File: src/rtl/payout_ledger.sv
// payout_ledger: credit ledger for a three-reel slot machine.
// Deducts the wager when a spin is accepted, credits bet * multiplier on
// settle (saturating at MAX_BALANCE), and maintains a BCD copy of the
// balance with a sequential double-dabble converter.
module payout_ledger #(
    parameter int unsigned START_BALANCE = 100,
    parameter int unsigned MAX_BALANCE   = 999
) (
    input  logic       clock,
    input  logic       resetn,
    input  logic       spin_start,
    input  logic       payout,
    input  logic [2:0] icon1,
    input  logic [2:0] icon2,
    input  logic [2:0] icon3,
    input  logic [6:0] bet,
    output logic [9:0] balance,
    output logic [9:0] last_win,
    output logic [3:0] balance_h,
    output logic [3:0] balance_t,
    output logic [3:0] balance_o,
    output logic       bcd_valid,
    output logic       insufficient,
    output logic       armed
);

    localparam logic [1:0] S_IDLE   = 2'd0;
    localparam logic [1:0] S_ARMED  = 2'd1;
    localparam logic [1:0] S_SETTLE = 2'd2;

    localparam logic [9:0]  START_BAL = 10'(START_BALANCE);
    localparam logic [10:0] MAX_SUM   = 11'(MAX_BALANCE);
    localparam logic [11:0] START_DIG = {4'(START_BALANCE / 100),
                                         4'((START_BALANCE / 10) % 10),
                                         4'(START_BALANCE % 10)};

    logic [1:0]  state_q, state_d;
    logic [9:0]  balance_q, balance_d;
    logic [9:0]  last_win_q, last_win_d;
    logic [6:0]  bet_q, bet_d;
    logic        ins_q, ins_d;
    logic [2:0]  ic1_q, ic1_d, ic2_q, ic2_d, ic3_q, ic3_d;

    logic [6:0]  bet_clamp;
    logic [3:0]  mult;
    logic [9:0]  win;
    logic [10:0] sum;

    // Converter state: {hundreds, tens, ones, binary} shift register
    logic [21:0] sh_q, sh_d;
    logic [3:0]  cnt_q, cnt_d;
    logic        busy_q, busy_d;
    logic        valid_q, valid_d;
    logic [11:0] dig_q, dig_d;
    logic [21:0] adj;
    logic [21:0] shifted;
    logic        bal_chg;

    function automatic logic [3:0] add3(input logic [3:0] d);
        return (d >= 4'd5) ? d + 4'd3 : d;
    endfunction

    // Settle arithmetic from the icons captured when payout was accepted
    always_comb begin
        bet_clamp = (bet > 7'd99) ? 7'd99 : bet;
        mult      = 4'd0;
        if (ic1_q == ic2_q && ic2_q == ic3_q)
            mult = (ic1_q == 3'd7) ? 4'd10 : 4'd5;
        else if (ic1_q == ic2_q || ic2_q == ic3_q || ic1_q == ic3_q)
            mult = 4'd2;
        win = {3'b000, bet_q} * {6'b000000, mult};
        sum = {1'b0, balance_q} + {1'b0, win};
    end

    // Ledger FSM next-state
    always_comb begin
        state_d    = state_q;
        balance_d  = balance_q;
        last_win_d = last_win_q;
        bet_d      = bet_q;
        ins_d      = ins_q;
        ic1_d      = ic1_q;
        ic2_d      = ic2_q;
        ic3_d      = ic3_q;
        case (state_q)
            S_IDLE: begin
                if (spin_start) begin
                    if (bet_clamp != 7'd0 && {3'b000, bet_clamp} <= balance_q) begin
                        bet_d     = bet_clamp;
                        balance_d = balance_q - {3'b000, bet_clamp};
                        ins_d     = 1'b0;
                        state_d   = S_ARMED;
                    end else begin
                        ins_d = 1'b1;
                    end
                end
            end
            S_ARMED: begin
                if (payout) begin
                    ic1_d   = icon1;
                    ic2_d   = icon2;
                    ic3_d   = icon3;
                    state_d = S_SETTLE;
                end
            end
            S_SETTLE: begin
                last_win_d = win;
                balance_d  = (sum > MAX_SUM) ? MAX_SUM[9:0] : sum[9:0];
                state_d    = S_IDLE;
            end
            default: state_d = S_IDLE;
        endcase
    end

    // Ledger registers
    always_ff @(posedge clock or negedge resetn) begin
        if (!resetn) begin
            state_q    <= S_IDLE;
            balance_q  <= START_BAL;
            last_win_q <= '0;
            bet_q      <= '0;
            ins_q      <= 1'b0;
            ic1_q      <= '0;
            ic2_q      <= '0;
            ic3_q      <= '0;
        end else begin
            state_q    <= state_d;
            balance_q  <= balance_d;
            last_win_q <= last_win_d;
            bet_q      <= bet_d;
            ins_q      <= ins_d;
            ic1_q      <= ic1_d;
            ic2_q      <= ic2_d;
            ic3_q      <= ic3_d;
        end
    end

    // Double-dabble step; a balance update (re)loads the converter on the
    // same edge that commits it, so bcd_valid falls together with the change
    always_comb begin
        bal_chg = (balance_d != balance_q);
        adj     = {add3(sh_q[21:18]), add3(sh_q[17:14]), add3(sh_q[13:10]), sh_q[9:0]};
        shifted = {adj[20:0], 1'b0};
        sh_d    = sh_q;
        cnt_d   = cnt_q;
        busy_d  = busy_q;
        valid_d = valid_q;
        dig_d   = dig_q;
        if (bal_chg) begin
            sh_d    = {12'd0, balance_d};
            cnt_d   = 4'd10;
            busy_d  = 1'b1;
            valid_d = 1'b0;
        end else if (busy_q) begin
            sh_d  = shifted;
            cnt_d = cnt_q - 4'd1;
            if (cnt_q == 4'd1) begin
                dig_d   = shifted[21:10];
                busy_d  = 1'b0;
                valid_d = 1'b1;
            end
        end
    end

    // Converter registers
    always_ff @(posedge clock or negedge resetn) begin
        if (!resetn) begin
            sh_q    <= '0;
            cnt_q   <= '0;
            busy_q  <= 1'b0;
            valid_q <= 1'b1;
            dig_q   <= START_DIG;
        end else begin
            sh_q    <= sh_d;
            cnt_q   <= cnt_d;
            busy_q  <= busy_d;
            valid_q <= valid_d;
            dig_q   <= dig_d;
        end
    end

    assign balance      = balance_q;
    assign last_win     = last_win_q;
    assign balance_h    = dig_q[11:8];
    assign balance_t    = dig_q[7:4];
    assign balance_o    = dig_q[3:0];
    assign bcd_valid    = valid_q;
    assign insufficient = ins_q;
    assign armed        = (state_q == S_ARMED);

endmodule

File: config.mk
export PLATFORM = sky130hd
export DESIGN_NAME = payout_ledger
export DESIGN_NICKNAME = d
export VERILOG_FILES = /design/src/rtl/payout_ledger.sv
export SDC_FILE = /design/constraint.sdc
export NUM_CORES = 1
export LEC_CHECK = 0
export CAP_MARGIN = 20
export CORE_UTILIZATION = 55
export DETAILED_ROUTE_END_ITERATION = 12
export PLACE_DENSITY = 0.77
export SLEW_MARGIN = 20
export SYNTH_ARGS = -nofsm -noshare
export SYNTH_HDL_FRONTEND = slang
export SYNTH_SLANG_ARGS = --single-unit
File: constraint.sdc
create_clock -name clock -period 8.7 [get_ports clock]
set_clock_uncertainty 0.15 [all_clocks]
set_input_delay 2.175 -clock clock [delete_from_list [all_inputs] [get_ports clock]]
set_output_delay 2.175 -clock clock [all_outputs]
set_load 0.02 [all_outputs]
* Yosys cells after proc, flatten, opt, wreduce, memory -nomap -nowiden *
Index checks and enable logic that the tools add are counted.
Widths: inputs -> output; s select.

word-level totals
  logic and storage cells = 78
  input bits = 20
  output and inout port bits = 35
  register bits after elaboration = 79

operators by class
  $lt $le $gt $ge = 6
  bitwise operators = 1
  equality and inequality tests = 11
  mux-type cells = 26
  reduce and logical (&&, ||, !) cells = 14
  add/sub/neg operators = 6
  multiply operators = 1

operator list
  operator              count
  $mux 22               2
  $mux 10               3
  $mux 4                6
  $pmux 10 s2           1
  $ge 4x3->1 const B    3
  $add 10x10->11        1
  $gt 11x10->1 const B  1
  $le 7x10->1           1
  $mul 7x4->10          1
  $ne 10x10->1          1
  $sub 10x7->10         1
  $eq 3x3->1            3
  $reduce_and 3->1      3
  $add 4x2->4 const B   2
  $mux 2                4
  $gt 7x7->1 const B    1
  $mux 1                7
  $mux 7                1
  $reduce_bool 7->1     1
  $ne 2x2->1 const B    3
  $reduce_and 2->1      3
  $eq 4x1->1 const B    1
  $pmux 2 s2            1
  $reduce_bool 2->1     2
  10 further kinds      12

* Depth between registers and ports, before layout *
  word-level depth = 13
  mapped depth = 32
  gate-level depth less buffers = 29

* Worst setup path before layout *
OpenSTA, ideal clock, no wires.

  path type = register -> register
  start point = register ic2_q[1]
  end point = register sh_q[10]
  setup slack = 2,179 ps
  path buffers = 3
  cell stages (with the launch flop) = 32
  required time = 8,478 ps
  arrival time = 6,299 ps
  path through = dfrtp_1 > xnor2_1 > nand3_1 > or2_2 > nor2b_1 > a31oi_1 > and2_1 > fa_1 > inv_1 > fa_1 > inv_1 > ha_1 > a21oi_1 > o21bai_1 > a21oi_1 > nor2_1 > nor2_1 > xnor2_1 > ha_1 > clkbuf_1 > a21oi_1 > o21ai_0 > nand2b_1 > o2111ai_1 > nor2_2 > o41ai_1 > o32ai_1 > a2111oi_4 > nand3_4 > buf_6 > buf_6 > nor2_1

on the way
  cells in the longest elaborated chain, start to end = 12
  elaborated cells on any way between the ends = 15

RTL lines
  item                                          line    RTL
  start: declaration                            42      logic [2:0] ic1_q, ic1_d, ic2_q, ic2_d, ic3_q, ic3_d;
  start signal: assignment                      133     ic2_q <= ic2_d;
  $eq 3x3->1                                    67, 69
  $logic_or 1x1->1 (2 in series)                69      else if (ic1_q == ic2_q || ic2_q == ic3_q || ic1_q == ic3_q)
  $mux 2                                        69
  $mux 4 *                                      67      if (ic1_q == ic2_q && ic2_q == ic3_q)
  $mul 7x4->10 *                                71      win = {3'b000, bet_q} * {6'b000000, mult};
  named net win[8]                              46      logic [9:0] win;
  $add 10x10->11 *                              72      sum = {1'b0, balance_q} + {1'b0, win};
  $gt 11x10->1                                  108     balance_d = (sum > MAX_SUM) ? MAX_SUM[9:0] : sum[9:0];
  $mux 10 *                                     108
  $pmux 10 s2 *                                 85      case (state_q)
  $ne 10x10->1 *                                141     bal_chg = (balance_d != balance_q);
  $mux 22 or $reduce_bool 2->1 (tied branches)  -
  end signal: assignment                        168     sh_q <= '0;
  end signal: assignment                        174     sh_q <= sh_d;
  end: declaration                              50      logic [21:0] sh_q, sh_d;

Mark *: on every way through the listed nets, which the timed path passes. The rest lies on a longest branch.
A chain may end at the register's enable or synchronous reset.

* Final worst setup path *
  start point = register ic2_q[0]
  end point = register sh_q[5]

on the way
  cells in the longest elaborated chain, start to end = 12
  elaborated cells on any way between the ends = 15

RTL lines
  item                                          line
  $eq 3x3->1                                    67, 69
  $logic_or 1x1->1 (2 in series)                69
  $mux 2                                        69
  $mux 4 *                                      67
  $mul 7x4->10 *                                71
  named net win[7]                              46
  $add 10x10->11 *                              72
  $gt 11x10->1                                  108
  $mux 10 *                                     108
  $pmux 10 s2 *                                 85
  $ne 10x10->1                                  141
  $mux 22 or $reduce_bool 2->1 (tied branches)  -

Marked as above.

==> impl_metrics.env <==
export IMPL_largest_net_degree_at_the_start_of_global_routing=80
export IMPL_synth_seq_area_share=0.346
export IMPL_met2_usage=0.442
export IMPL_worst_slew_margin_relative_to_its_limit=0.366
export IMPL_routabilityCongestion=0.926
export IMPL_synth_fp_nets=678
export IMPL_ff_latch_area_um2=1980
export IMPL_core_area_um2=9950
export IMPL_post_route_cells_drive_above_1_share=0.122
export IMPL_fin_ws_ns=1.08
export IMPL_detail_route_vias_per_cell=5.83
export IMPL_setup_total_negative_slack_ns=0
export IMPL_final_min_period_over_clock_period=0.876
export IMPL_rsz0062_at_grt="no"
export IMPL_postRouteAntennaNets=0
export IMPL_top_usage_layer="met2"
export IMPL_postCtsResizedCells=0
export IMPL_worst_slew_pin_slew_ns=0.951
export IMPL_critical_path_endpoint_type="register"
export IMPL_report_final_hold_viol_count=0
export IMPL_place_worst_setup_slack_ns=1.15
export IMPL_cts_hold_repair_buffers=0
export IMPL_nets=731
export IMPL_post_layout_nonfiller_instances=799
export IMPL_floorplan_io_pins=55
export IMPL_crit_path_start_kind="register"
export IMPL_clock_latency_ns=0.36
export IMPL_cap_viol_max_count=0
export IMPL_worst_r2r_startpoint="ic2_q[0]$_DFFE_PN0P_"
export IMPL_grt_pass1_vias=4876
export IMPL_cts_root_buffer="sky130_fd_sc_hd__clkbuf_8"
export IMPL_hold_path_startpoint="bcd_valid$_DFFE_PN1P_"
export IMPL_achievable_clock_frequency_mhz=131
export IMPL_drcViolationCount=0
export IMPL_min_delay_path_class="register to register"
export IMPL_power_per_cell_area_nw_per_um2=389
export IMPL_core_rowCount=36
export IMPL_detail_route_wirelength_um=13600
export IMPL_gate_count_post_synth=608
export IMPL_synth_edf_count=0
export IMPL_detail_route_iter0_violations=259
export IMPL_initial_utilization=0.577
export IMPL_criticalPathCategory="register to register"
export IMPL_leak_pwr_nw=3.07
export IMPL_number_of_antenna_violations_at_the_first_check_in_global_routing=0
export IMPL_detail_route_first_pass_iterations=5
export IMPL_dr_total_vias=4659
export IMPL_setup_viol=0
export IMPL_dpl_hpwl_um=10500
export IMPL_yosys_most_used_dff="sky130_fd_sc_hd__dfrtp_1"
export IMPL_critPathMaxFanout=28
export IMPL_outcome="completed"
export IMPL_post_cts_setup_buffers=0
export IMPL_final_min_clock_period_ns=7.62
export IMPL_worst_endpoint_required_ns=8.79
export IMPL_global_route_usage_total=0.270
export IMPL_setup_worst_path_start="ic2_q[0]$_DFFE_PN0P_"
export IMPL_synth_async_reset_ratio=1.00
export IMPL_synth_warning_count=0
export IMPL_global_route_wire_length_before_repair_um=23300
export IMPL_arrival_ns=7.71
export IMPL_vdd_ir_drop_worst_v=0.000202
export IMPL_inserted_diodes=0
export IMPL_multiInputGateArea_um2=3510
export IMPL_clock_buffer_count_from_cts=9
export IMPL_clock_sinks=79
export IMPL_grt_met1_usage=0.356
export IMPL_clk_pin_slew_ns=0.09
export IMPL_cts_root_to_sink_buffers=2
export IMPL_synth_cell_area_um2=5740
export IMPL_cts_htree_levels=3
export IMPL_slew_violations=0
export IMPL_grt_overflow=0
export IMPL_num_fill_cells=852
export IMPL_die_area_um2=10800
export IMPL_synth_seq_cells=79
export IMPL_die_width_um=104
export IMPL_synth_distinct_cells=72
export IMPL_cts_tree="built"
export IMPL_die_height_um=104
export IMPL_grt_met3_usage=0.0432
export IMPL_areaGrowthSynthToFinish_pct=14.3
export IMPL_post_synth_cell_area_avg_um2=9.44
export IMPL_core_util_final=0.659
export IMPL_dpl_cell_count=783
export IMPL_average_routed_wire_per_standard_cell_um=17.1
export IMPL_buffer_ports_inserted=54
==> kinds of logic (layout without fill, tap and decap cells) <==
group	count (synthesis)	count (layout)	synth area share
mux	51	51	0.0972
xor+xnor	37	37	0.0565
buf+inv	61	119	0.0432
simple gates	198	198	0.167
compound gates	131	131	0.166
fa+ha+maj	50	50	0.123
flops	79	79	0.346
other cells	1	1	0.000653
==> where the power goes <==
part           internal (W)  switching [W]  total, W
registers          0.000486       0.000153  0.000638
logic              0.000695       0.000972   0.00167
clock network      0.000106       0.000143  0.000249
==> flip-flops by register name, indices dropped and copies added (netlist names) <==
name / count
balance: 10
sh_q: 22
state_q: 2
last_win: 10
ic2_q: 3
busy_q: 1
bcd_valid: 1
ic3_q: 3
insufficient: 1
ic1_q: 3
cnt_q: 4
dig_q: 12
bet_q: 7
==> layout by cell type (no fill, tap or decap), types with 27 or more instances in the layout <==
cell type / synthesis / final
sky130_fd_sc_hd__nand2_1: 76 / 76
sky130_fd_sc_hd__xnor2_1: 27 / 27
sky130_fd_sc_hd__ha_1: 39 / 39
sky130_fd_sc_hd__dfrtp_1: 74 / 74
sky130_fd_sc_hd__a21oi_1: 31 / 31
sky130_fd_sc_hd__mux2_2: 38 / 38
sky130_fd_sc_hd__inv_1: 47 / 47
sky130_fd_sc_hd__o21ai_0: 28 / 28
sky130_fd_sc_hd__nor2_1: 47 / 47
sky130_fd_sc_hd__clkdlybuf4s50_1: 0 / 53
==> cell type report <==
type	instances	share of cell area
inverter	47	0.0269
tap	133	0.0254
clock inverter	6	0.00706
timing repair buffer	56	0.0843
clock buffer	10	0.0195
sequential	79	0.302
multi-input combinational	468	0.535
==> layer usage <==
layer | vias up | routed length, um | part of all wire
li1 | 2231 | - | -
met1 | 2259 | 6260 | 0.46
met2 | 135 | 6390 | 0.47
met3 | 34 | 647 | 0.047
met4 | 0 | 350 | 0.026
met5 | - | 0 | 0
==> per-stage QoR <==
stage	total power [W]	hold slack, ns	cell area, um2
floorplan	0.00185	0.319	5740
global route	0.00276	0.344	6560
global placement	0.00224	0.302	6390
detailed placement	0.00229	0.312	6390
finish	0.00255	0.321	6560
CTS	0.00255	0.326	6560
==> synth_stat cells (5+ instances only) <==
library cell,instances,share of area
sky130_fd_sc_hd__fa_1,11,0.038
sky130_fd_sc_hd__mux2i_1,13,0.023
sky130_fd_sc_hd__and2_1,13,0.014
sky130_fd_sc_hd__dfrtp_1,74,0.32
sky130_fd_sc_hd__dfstp_2,5,0.023
sky130_fd_sc_hd__inv_1,47,0.031
sky130_fd_sc_hd__ha_1,39,0.085
sky130_fd_sc_hd__xor2_1,10,0.015
sky130_fd_sc_hd__xnor2_1,27,0.041
sky130_fd_sc_hd__nor3_1,6,0.0052
sky130_fd_sc_hd__nand2b_1,8,0.0087
sky130_fd_sc_hd__nor3b_1,5,0.0065
sky130_fd_sc_hd__nor2_1,47,0.031
sky130_fd_sc_hd__a21oi_1,31,0.027
sky130_fd_sc_hd__nand3_1,12,0.010
sky130_fd_sc_hd__o21ai_0,28,0.024
sky130_fd_sc_hd__a21o_1,8,0.010
sky130_fd_sc_hd__a31oi_1,6,0.0065
sky130_fd_sc_hd__o21bai_1,5,0.0065
sky130_fd_sc_hd__a211oi_1,6,0.0078
sky130_fd_sc_hd__nand2_1,76,0.050
sky130_fd_sc_hd__mux2_2,38,0.075
sky130_fd_sc_hd__clkbuf_1,10,0.0065
==> worst max-delay path: stages, from the launching register on <==
cell	delay (ns)
sky130_fd_sc_hd__dfrtp_1	0.42
sky130_fd_sc_hd__xnor2_1	0.19
sky130_fd_sc_hd__nand3_1	0.14
sky130_fd_sc_hd__or2_2	0.34
sky130_fd_sc_hd__nor2b_1	0.37
sky130_fd_sc_hd__a31oi_1	0.19
sky130_fd_sc_hd__and2_1	0.23
sky130_fd_sc_hd__fa_1	0.47
sky130_fd_sc_hd__inv_1	0.05
sky130_fd_sc_hd__fa_1	0.49
sky130_fd_sc_hd__inv_1	0.04
sky130_fd_sc_hd__ha_1	0.33
sky130_fd_sc_hd__a21oi_1	0.22
sky130_fd_sc_hd__o21bai_1	0.09
sky130_fd_sc_hd__a21oi_1	0.21
sky130_fd_sc_hd__xnor2_1	0.21
sky130_fd_sc_hd__ha_1	0.34
sky130_fd_sc_hd__a21oi_1	0.24
sky130_fd_sc_hd__o211ai_1	0.16
sky130_fd_sc_hd__a41o_1	0.44
sky130_fd_sc_hd__o21bai_1	0.24
sky130_fd_sc_hd__a22oi_1	0.36
sky130_fd_sc_hd__o221ai_1	0.22
sky130_fd_sc_hd__a2111oi_4	0.52
sky130_fd_sc_hd__nand3_4	0.44
sky130_fd_sc_hd__mux2_2	0.41
==> worst paths after layout <==
check | to | slack (ns) | depth (start not counted)
setup / recovery | sh_q[5]$_DFFE_PN0P_ | 1.08 | 25
hold / removal | bcd_valid$_DFFE_PN1P_ | 0.32 | 2
setup reg to reg | sh_q[5]$_DFFE_PN0P_ | 1.08 | 25
hold reg to reg | bcd_valid$_DFFE_PN1P_ | 0.32 | 2
max in group asynchronous | last_win[5]$_DFFE_PN0N_ | 5.98 | 1
min in group asynchronous | dig_q[5]$_DFFE_PN0P_ | 1.81 | 1
(Power assumes the default switching activity.)
